**config.mk**
```make
export PLATFORM = sky130hd
export DESIGN_NAME = ball_renderer
export DESIGN_NICKNAME = d
export VERILOG_FILES = /design/src/rtl/video_pkg.sv /design/src/rtl/ball_motion.sv /design/src/rtl/ball_renderer.sv
export SDC_FILE = /design/constraint.sdc
export NUM_CORES = 1
export LEC_CHECK = 0
export BUFFER_PORTS_ARGS = -buffer_cell sky130_fd_sc_hd__buf_2
export CORE_MARGIN = 4
export CORE_UTILIZATION = 40
export CTS_BUF_LIST = sky130_fd_sc_hd__clkbuf_4 sky130_fd_sc_hd__clkbuf_8 sky130_fd_sc_hd__clkbuf_16
export DETAILED_ROUTE_END_ITERATION = 7
export PLACE_DENSITY_LB_ADDON = 0.12
export SYNTH_ARGS = -nofsm -noshare
export SYNTH_HDL_FRONTEND = slang
export SYNTH_HIERARCHICAL = 1
export SYNTH_SLANG_ARGS = --single-unit
```
**constraint.sdc**
```tcl
create_clock -name clk -period 3.6 [get_ports clk]
set_input_delay 0.18 -clock clk [delete_from_list [all_inputs] [get_ports clk]]
set_output_delay 0.18 -clock clk [all_outputs]
set_load 0.02 [all_outputs]
```
**src/rtl/video_pkg.sv**
```systemverilog
// Shared video constants and the ball sequencer state type for the ball renderer slice.
// Optional feature macro: BALL_HIT_COUNT_EN (bounce counter output on ball_renderer).
package video_pkg;

    localparam int unsigned H_DISPLAY_DEFAULT = 640;
    localparam int unsigned V_DISPLAY_DEFAULT = 480;

    localparam logic [2:0] RGB_BLACK = 3'b000;
    localparam logic [2:0] RGB_WHITE = 3'b111;
    localparam logic [2:0] RGB_GREEN = 3'b010;

    typedef enum logic [1:0] {
        IDLE,
        MOVE,
        BOUNCE
    } ball_state_t;

endpackage

```
**src/rtl/ball_motion.sv**
```systemverilog
// Ball motion: frame-tick detect, IDLE/MOVE/BOUNCE sequencer, position and velocity state.
// With BALL_HIT_COUNT_EN defined, also a saturating bounce counter on hit_count.
module ball_motion
    import video_pkg::*;
#(
    parameter int unsigned POS_W     = 10,
    parameter int unsigned H_DISPLAY = H_DISPLAY_DEFAULT,
    parameter int unsigned V_DISPLAY = V_DISPLAY_DEFAULT,
    parameter int unsigned BALL_SIZE = 16,
    parameter int unsigned X_SPEED   = 2,
    parameter int unsigned Y_SPEED   = 1
) (
    input  logic             clk,
    input  logic             reset,
    input  logic [POS_W-1:0] hpos,
    input  logic [POS_W-1:0] vpos,
    output logic [POS_W-1:0] ball_x,
    output logic [POS_W-1:0] ball_y
`ifdef BALL_HIT_COUNT_EN
    ,
    output logic [7:0]       hit_count
`endif
);

    localparam logic [POS_W-1:0] X_INIT = POS_W'(H_DISPLAY / 2 - BALL_SIZE / 2);
    localparam logic [POS_W-1:0] Y_INIT = POS_W'(V_DISPLAY / 2 - BALL_SIZE / 2);
    localparam logic [POS_W-1:0] X_MAX  = POS_W'(H_DISPLAY - BALL_SIZE);
    localparam logic [POS_W-1:0] Y_MAX  = POS_W'(V_DISPLAY - BALL_SIZE);
    localparam logic [POS_W-1:0] TICK_V = POS_W'(V_DISPLAY);

    localparam logic signed [POS_W:0] X_MAX_S = $signed({1'b0, X_MAX});
    localparam logic signed [POS_W:0] Y_MAX_S = $signed({1'b0, Y_MAX});
    localparam logic signed [POS_W:0] X_STEP  = (POS_W+1)'(X_SPEED);
    localparam logic signed [POS_W:0] Y_STEP  = (POS_W+1)'(Y_SPEED);

    ball_state_t           state_q, state_d;
    logic [POS_W-1:0]      ball_x_q, ball_x_d, ball_y_q, ball_y_d;
    logic                  x_neg_q, x_neg_d, y_neg_q, y_neg_d;
    logic signed [POS_W:0] nx_q, nx_d, ny_q, ny_d;
    logic                  tick, x_lo, x_hi, y_lo, y_hi;

    // First line of vertical blanking; hpos==0 lasts one pixel so this is a 1-cycle pulse.
    assign tick = (hpos == '0) && (vpos == TICK_V);

    // Landing exactly on 0 or the max edge is not a bounce.
    assign x_lo = nx_q[POS_W];
    assign x_hi = nx_q > X_MAX_S;
    assign y_lo = ny_q[POS_W];
    assign y_hi = ny_q > Y_MAX_S;

    always_comb begin
        state_d  = state_q;
        ball_x_d = ball_x_q;
        ball_y_d = ball_y_q;
        x_neg_d  = x_neg_q;
        y_neg_d  = y_neg_q;
        nx_d     = nx_q;
        ny_d     = ny_q;
        case (state_q)
            IDLE: begin
                if (tick) state_d = MOVE;
            end
            MOVE: begin
                nx_d    = $signed({1'b0, ball_x_q}) + (x_neg_q ? -X_STEP : X_STEP);
                ny_d    = $signed({1'b0, ball_y_q}) + (y_neg_q ? -Y_STEP : Y_STEP);
                state_d = BOUNCE;
            end
            BOUNCE: begin
                if (x_lo) begin
                    ball_x_d = '0;
                    x_neg_d  = 1'b0;
                end else if (x_hi) begin
                    ball_x_d = X_MAX;
                    x_neg_d  = 1'b1;
                end else begin
                    ball_x_d = nx_q[POS_W-1:0];
                end
                if (y_lo) begin
                    ball_y_d = '0;
                    y_neg_d  = 1'b0;
                end else if (y_hi) begin
                    ball_y_d = Y_MAX;
                    y_neg_d  = 1'b1;
                end else begin
                    ball_y_d = ny_q[POS_W-1:0];
                end
                state_d = IDLE;
            end
            default: state_d = IDLE;
        endcase
    end

    always_ff @(posedge clk or posedge reset) begin
        if (reset) begin
            state_q  <= IDLE;
            ball_x_q <= X_INIT;
            ball_y_q <= Y_INIT;
            x_neg_q  <= 1'b0;
            y_neg_q  <= 1'b0;
            nx_q     <= '0;
            ny_q     <= '0;
        end else begin
            state_q  <= state_d;
            ball_x_q <= ball_x_d;
            ball_y_q <= ball_y_d;
            x_neg_q  <= x_neg_d;
            y_neg_q  <= y_neg_d;
            nx_q     <= nx_d;
            ny_q     <= ny_d;
        end
    end

    assign ball_x = ball_x_q;
    assign ball_y = ball_y_q;

`ifdef BALL_HIT_COUNT_EN
    logic [7:0] hit_q, hit_d;

    // A corner hit bounces both axes but counts once.
    always_comb begin
        hit_d = hit_q;
        if ((state_q == BOUNCE) && (x_lo || x_hi || y_lo || y_hi) && (hit_q != 8'hFF))
            hit_d = hit_q + 8'd1;
    end

    always_ff @(posedge clk or posedge reset) begin
        if (reset) hit_q <= '0;
        else       hit_q <= hit_d;
    end

    assign hit_count = hit_q;
`endif

endmodule

```
**src/rtl/ball_renderer.sv**
```systemverilog
// Pixel stage after the sync generator: 2-cycle pixel pipe, sync re-alignment, colour mux.
// Defining BALL_HIT_COUNT_EN adds the hit_count output from the motion block.
module ball_renderer
    import video_pkg::*;
#(
    parameter int unsigned POS_W      = 10,
    parameter int unsigned H_DISPLAY  = H_DISPLAY_DEFAULT,
    parameter int unsigned V_DISPLAY  = V_DISPLAY_DEFAULT,
    parameter int unsigned BALL_SIZE  = 16,
    parameter int unsigned X_SPEED    = 2,
    parameter int unsigned Y_SPEED    = 1,
    parameter logic [2:0]  BALL_RGB   = RGB_WHITE,
    parameter logic [2:0]  BORDER_RGB = RGB_GREEN
) (
    input  logic             clk,
    input  logic             reset,
    input  logic [POS_W-1:0] hpos,
    input  logic [POS_W-1:0] vpos,
    input  logic             display_on,
    input  logic             hsync_in,
    input  logic             vsync_in,
    output logic             hsync,
    output logic             vsync,
    output logic [2:0]       rgb,
    output logic [POS_W-1:0] ball_x,
    output logic [POS_W-1:0] ball_y
`ifdef BALL_HIT_COUNT_EN
    ,
    output logic [7:0]       hit_count
`endif
);

    localparam logic [POS_W-1:0] SIZE   = POS_W'(BALL_SIZE);
    localparam logic [POS_W-1:0] H_LAST = POS_W'(H_DISPLAY - 1);
    localparam logic [POS_W-1:0] V_LAST = POS_W'(V_DISPLAY - 1);

    logic             in_x_q, in_x_d, in_y_q, in_y_d;
    logic             border_q, border_d, disp_q, disp_d;
    logic             hsync_q, hsync_d, vsync_q, vsync_d;
    logic [2:0]       rgb_q, rgb_d;
    logic [POS_W-1:0] off_x, off_y;

    ball_motion #(
        .POS_W     (POS_W),
        .H_DISPLAY (H_DISPLAY),
        .V_DISPLAY (V_DISPLAY),
        .BALL_SIZE (BALL_SIZE),
        .X_SPEED   (X_SPEED),
        .Y_SPEED   (Y_SPEED)
    ) u_motion (
        .clk       (clk),
        .reset     (reset),
        .hpos      (hpos),
        .vpos      (vpos),
        .ball_x    (ball_x),
        .ball_y    (ball_y)
`ifdef BALL_HIT_COUNT_EN
        ,
        .hit_count (hit_count)
`endif
    );

    always_comb begin
        // Beam left of the ball wraps to a large offset and so misses.
        off_x    = hpos - ball_x;
        off_y    = vpos - ball_y;
        in_x_d   = off_x < SIZE;
        in_y_d   = off_y < SIZE;
        border_d = (hpos == '0) || (hpos == H_LAST) || (vpos == '0) || (vpos == V_LAST);
        disp_d   = display_on;
        hsync_d  = hsync_in;
        vsync_d  = vsync_in;
        if (!disp_q)                rgb_d = RGB_BLACK;
        else if (in_x_q && in_y_q)  rgb_d = BALL_RGB;
        else if (border_q)          rgb_d = BORDER_RGB;
        else                        rgb_d = RGB_BLACK;
    end

    always_ff @(posedge clk or posedge reset) begin
        if (reset) begin
            in_x_q   <= 1'b0;
            in_y_q   <= 1'b0;
            border_q <= 1'b0;
            disp_q   <= 1'b0;
            hsync_q  <= 1'b0;
            vsync_q  <= 1'b0;
            rgb_q    <= '0;
        end else begin
            in_x_q   <= in_x_d;
            in_y_q   <= in_y_d;
            border_q <= border_d;
            disp_q   <= disp_d;
            hsync_q  <= hsync_d;
            vsync_q  <= vsync_d;
            rgb_q    <= rgb_d;
        end
    end

    assign hsync = hsync_q;
    assign vsync = vsync_q;
    assign rgb   = rgb_q;

endmodule

```
==> run_results.csv, run 1 <==
group,metric,value,unit
yosys,avgSynthCellArea,8.99,um2
detailed_routing,wl_met1,4160,um
power_and_ir_drop,vdd_drop_max,0.126,mV
detailed_routing,vias,3071,
clock_tree,postCtsSetupRepairBufs,0,
sta,hold_viol_final,0,
power_and_ir_drop,p_comb_frac,0.094,
sta,final.setup.tns,0,ns
yosys,synth_fp_nets,454,
clock_tree,cts_root_buf,"clkbuf_8",
cells_and_area,final_nets,505,
critical_path,endpoint_kind,"register",
global_routing,track_usage,0.172,
power_and_ir_drop,p_sw,0.000276,W
power_and_ir_drop,p_clk_frac,0.335,
critical_path,cp_max_fo,12,
yosys,ys_ff_latch,54,
clock_tree,cts_resized,0,
clock_tree,cts_tree,"yes",
cells_and_area,final_cell_mix,"49 x nand2_1, 49 x buf_2, 46 x dfrtp_1",
sta,post-route-period-util,0.592,
detailed_routing,highest_layer,"met4",
yosys,seq_area_frac_synth,0.384,
sta,fin_skew,0.0106,ns
sta,worst_pin_slew,1.13,ns
hold_path,hold_path.class,"in2reg",
floorplanning,die_h,102,um
floorplanning,ioPinCount,50,
clock_tree,hold_buffers,4,
cells_and_area,fin_area,0.00403,mm2
place,numPortBuffers,49,
clock_tree,htree_levels,2,
detailed_routing,routed_wl,8570,um
detailed_routing,drt_iter0_markers,150,
critical_path,critPathArrivalTime,2.32,ns
clock_tree,clk_pin_slew,0.11,ns
place,hpwl,6550,um
yosys,yosysWarningCount,6,
detailed_routing,met2_length,3870,um
status,outcome,"complete, no violations",
floorplanning,die_area,0.0104,mm2
yosys,synth_edf_count,0,
sta,finalCriticalPeriod,2.13,ns
cells_and_area,layout-drive-gt1-share,0.170,
clock_tree,cts_made_buffers,5,
yosys,yosysUniqueCellTypes,55,
clock_tree,clock-sinks,54,
cells_and_area,syn2layout_area_growth,13.6,%
yosys,synth_top_flop_cell,"dfrtp_1",
global_routing,grt_first_pass_wirelength,14300,um
clock_tree,cts_buffer_depth,2,
sta,relSlewSlack,0.245,
power_and_ir_drop,swShare,0.258,
critical_path,start_kind,"register",
floorplanning,start_util,0.408,
detailed_routing,drtPass1Iterations,4,
global_routing,grt_max_degree,47,
job,maxCapViolCount,0,
sta,setup_viol,0,
cells_and_area,finalNonFillerCells,554,
sta,rsz0062_at_grt,"false",
yosys,synthCells,394,
sta,fmax,470,MHz
place,place_congestion,0.831,
critical_path,crit_type,"reg2reg",
floorplanning,die_w,102,um
global_routing,grt_overflow,0,
global_routing,antenna_found_initial,0,
yosys,async_flop_share,1.00,
place,dpl_cell_area,0.00389,mm2
power_and_ir_drop,leakage,1.87,nW
critical_path,cp.required,3.79,ns
sta,final-max-slew-violation-count,0,
cells_and_area,fill_cells,858,
detailed_routing,wl_met3,423,um
global_routing,grt_pass1_vias,2964,
cells_and_area,antennaDiodeCount,0,
floorplanning,core_area,0.00868,mm2
floorplanning,num_rows,34,
clock_tree,clk_latency,0.32,ns
detailed_routing,drc,0,
power_and_ir_drop,p_int,0.000792,W
detailed_routing,wire_per_inst,15.5,um
detailed_routing,viasPerCell,5.54,
power_and_ir_drop,pwr_density_cell,265,mW/mm2
yosys,syn_area,0.00354,mm2
detailed_routing,ant_nets,0,
place,dp.cells,542,
power_and_ir_drop,p_seq_frac,0.571,
==> routing by layer <==
layer,up-vias,global-route usage
met5,-,0
met4,0,0.0414
met3,12,0.0294
met2,69,0.275
met1,1445,0.243
li1,1545,-
==> kinds of logic after synthesis <==
| logic type | synth area share |
|---|---|
| xor gates and xnor gates | 0.0343 |
| DFF | 0.384 |
| muxes | 0.0117 |
| and+or+nand+nor | 0.200 |
| AOI/OAI and AO/OA | 0.202 |
| buffers and inverters | 0.0406 |
| adders and majority gates | 0.128 |
==> synthesized netlist by cell type (5+ instances only) <==
cell type	instances	share of area
nand2_1	49	0.052
dfrtp_1	46	0.32
ha_1	33	0.12
a21oi_1	32	0.045
inv_1	25	0.026
o21ai_0	25	0.035
nor2_1	21	0.022
nand3_1	12	0.017
nor3_1	11	0.016
nand4_1	10	0.018
o31ai_1	10	0.021
clkbuf_1	8	0.0085
dfstp_2	8	0.059
nor4_1	8	0.014
a22o_1	7	0.017
xor2_1	7	0.017
a21o_1	6	0.013
nand2b_1	6	0.011
nand3b_1	5	0.011
xnor2_1	5	0.012
==> path summary, 6_finish.rpt <==
| kind | start | endpoint | slack, ns | cells past startpoint |
|---|---|---|---|---|
| min in group asynchronous | reset | rgb[1] | 0.37 | 3 |
| min reg2reg | border_q | rgb[1] | 0.50 | 2 |
| min | hpos[7] | border_q | 0.08 | 2 |
| max | u_motion/y_neg_q | u_motion/ny_q[8] | 1.47 | 7 |
| max reg2reg | u_motion/y_neg_q | u_motion/ny_q[8] | 1.47 | 7 |
| max in group asynchronous | reset | u_motion/ball_x[5] | 2.64 | 4 |
==> state kept, by name, summed over array words and instances, names as in the netlist <==
| name | cells |
|---|---|
| u_motion/ny_q | 11 |
| u_motion/state_q | 2 |
| in_y_q | 1 |
| rgb | 2 |
| vsync | 1 |
| u_motion/x_neg_q | 1 |
| u_motion/y_neg_q | 1 |
| u_motion/ball_x | 10 |
| in_x_q | 1 |
| u_motion/ball_y | 10 |
| u_motion/nx_q | 11 |
| disp_q | 1 |
| border_q | 1 |
| hsync | 1 |
==> final cells by class <==
| class | instances | area [um2] | share of cell area |
|---|---|---|---|
| clock inverter | 3 | 25.0 | 0.00622 |
| multi-input combinational | 303 | 2040 | 0.506 |
| inverter | 26 | 97.6 | 0.0242 |
| tap | 108 | 135 | 0.0336 |
| sequential | 54 | 1360 | 0.338 |
| timing repair buffer | 55 | 300 | 0.0746 |
| clock buffer | 5 | 68.8 | 0.0171 |
==> through the flow <==
| step | hold slack (ns) | utilization | setup WS, ns | power (W) |
|---|---|---|---|---|
| 2_1_floorplan | -0.00434 | - | 1.65 | 0.000681 |
| 3_3_place_gp | 0.165 | 0.448 | 1.58 | 0.000718 |
| 3_5_place_dp | 0.162 | 0.448 | 1.51 | 0.000719 |
| 4_1_cts | 0.0635 | 0.464 | 1.48 | 0.00109 |
| 5_1_grt | 0.0632 | 0.464 | 1.27 | 0.00112 |
| 6_report | 0.0774 | 0.464 | 1.47 | 0.00107 |
==> power groups by stage <==
| stage | clock, W | sequential (W) | combinational (W) |
|---|---|---|---|
| finish | 0.000358 | 0.000609 | 0.000101 |
| floorplan | 0 | 0.000622 | 0.0000584 |
| global route | 0.000397 | 0.000610 | 0.000116 |
| detailed placement | 0 | 0.000621 | 0.0000980 |
| CTS | 0.000374 | 0.000610 | 0.000102 |
| global placement | 0 | 0.000621 | 0.0000969 |
==> worst max-delay path: stages, from the launching register on <==
cell and delay (ns):
dfrtp_1 0.60, inv_1 0.13, fa_1 0.42, nand2b_1 0.18, a21oi_1 0.26, o211ai_1 0.19, nand4_1 0.13, o211ai_1 0.09
No activity file was read; power rests on OpenSTA's default activity.
==> run 2: changes to the inputs <==
clock period = 1.8 ns   (was 3.6 ns; I/O delays follow)
==> run 2 against run 1 <==
Compared with the run above:
- the flow now finishes with violations (setup timing)
- non-clock buffer count rose by 58
- clock skew shrank 0.0011 ns
- die area did not move
- final cell count increased by 10%
- worst hold slack lost 0.043 ns
- count of clock-buffer cells in the layout unchanged
- critical path depth did not move
- highest routed layer unchanged
==> run_results.csv, run 2 (synthesis results as in run 1) <==
group,metric,value,unit
status,outcome,"complete, but fails checks",
status,violations,"setup timing",
sta,setup_slack,-0.0173,ns
detailed_routing,routed_wl,9760,um
cells_and_area,top_regs,"u_motion/nx_q: 11 flops, u_motion/ny_q: 11 flops",
global_routing,track_usage,0.188,
floorplanning,die_w,102,um
sta,final-max-slew-violation-count,0,
cells_and_area,antennaDiodeCount,0,
place,hpwl,7250,um
detailed_routing,vias,3340,
cells_and_area,fin_area,0.00484,mm2
place,numPortBuffers,49,
floorplanning,start_util,0.408,
detailed_routing,viasPerCell,5.46,
cells_and_area,layout-drive-gt1-share,0.365,
sta,rsz0062_at_grt,"true",
floorplanning,ioPinCount,50,
sta,relSlewSlack,0.713,
clock_tree,clk_latency,0.31,ns
detailed_routing,drc,0,
cells_and_area,final_nets,563,
clock_tree,htree_levels,2,
detailed_routing,drt_iter0_markers,142,
clock_tree,clk_pin_slew,0.10,ns
place,dp.cells,592,
critical_path,cp.required,2.01,ns
sta,setup_viol,1,
global_routing,grt_pass1_vias,3190,
sta,fin_hold_ws,0.0339,ns
place,dpl_cell_area,0.00433,mm2
sta,worst_pin_slew,0.427,ns
critical_path,r2r_slack,-0.02,ns
critical_path,startpoint,"u_motion/ball_x[4]",
global_routing,grt_max_degree,30,
global_routing,grt_overflow,0,
clock_tree,cts_root_buf,"clkbuf_8",
place,place_congestion,0.838,
clock_tree,cts_tree,"yes",
hold_path,hold_path.class,"in2reg",
floorplanning,die_h,102,um
clock_tree,clock-sinks,54,
clock_tree,cts_buffer_depth,2,
sta,fin_skew,0.00957,ns
floorplanning,num_rows,34,
cells_and_area,finalNonFillerCells,612,
hold_path,min-delay-start,"hpos[8]",
sta,hold_viol_final,0,
clock_tree,cts_made_buffers,5,
floorplanning,die_area,0.0104,mm2
sta,fmax,550,MHz
power_and_ir_drop,vdd_drop_max,0.263,mV
global_routing,antenna_found_initial,0,
place,pre_cts_ws,-0.0806,ns
critical_path,start_kind,"register",
power_and_ir_drop,pwr_density_cell,476,mW/mm2
critical_path,critPathArrivalTime,2.03,ns
detailed_routing,drtPass1Iterations,4,
cells_and_area,final_cell_mix,"54 x buf_4, 49 x nand2_1, 49 x buf_2",
critical_path,r2r-start,"u_motion/ball_x[4]",
job,maxCapViolCount,0,
detailed_routing,wire_per_inst,15.9,um
detailed_routing,ant_nets,0,
cells_and_area,layout_commonest_cell,"buf_4",
sta,post-route-period-util,1.01,
critical_path,crit_type,"reg2reg",
cells_and_area,syn2layout_area_growth,36.6,%
critical_path,endpoint_kind,"register",
global_routing,grt_first_pass_wirelength,15500,um
sta,finalCriticalPeriod,1.82,ns
critical_path,cp_max_fo,3,
power_and_ir_drop,leakage,2.19,nW
floorplanning,core_area,0.00868,mm2
-- run 2: area by class of cell --
| class | instances | area [um2] |
|---|---|---|
| Clock buffer | 5 | 68.8 |
| Clock inverter | 3 | 40.0 |
| Fill cell | 797 | 3840 |
| Inverter | 26 | 97.6 |
| Multi-Input combinational cell | 303 | 2360 |
| Sequential cell | 54 | 1370 |
| Tap cell | 108 | 135 |
| Timing Repair Buffer | 113 | 764 |
-- run 2: critical path: stages, from the launching register on --
cell	delay [ns]
dfstp_2	0.56
inv_2	0.04
ha_4	0.22
a21o_1	0.19
a21oi_1	0.13
o2111ai_1	0.11
a311oi_1	0.25
nor4b_2	0.23
-- run 2: stage by stage --
| step | util | power, W | TNS [ns] |
|---|---|---|---|
| floorplan | - | 0.00137 | -0.0332 |
| global placement | 0.499 | 0.00146 | -0.0772 |
| detailed placement | 0.499 | 0.00147 | -0.218 |
| CTS | 0.530 | 0.00231 | -0.00941 |
| global route | 0.558 | 0.00241 | -0.376 |
| finish | 0.558 | 0.00231 | -0.0173 |
-- run 2: path summary, 6_finish.rpt --
kind,to,depth (start not counted)
worst max-delay path,in_x_q,7
worst min-delay path,border_q,2
worst max register to register,in_x_q,7
worst min register to register,rgb[1],2
max in group asynchronous,u_motion/ball_y[3],4
min in group asynchronous,rgb[1],3
-- run 2: metal layers --
metal / global-route usage / vias up / routed length, um
met5: 0 / - / 0
met1: 0.267 / 1596 / 4660
li1: - / 1657 / -
met3: 0.0362 / 10 / 474
met2: 0.296 / 77 / 4520
met4: 0.0474 / 0 / 104
-- run 2: timing repair --
action	CTS	global route
pin swaps	9	28
endpoints found under the setup margin	8	17
hold buffers	6	0
buffers inserted	3	3
resized for setup	15	36
endpoints found under the hold margin	25	0
-- run 2: power by group --
group          switching [W]  internal (W)
clock               0.000412      0.000411
combinational       0.000142      0.000122
sequential        0.00000115       0.00122
total               0.000555       0.00175
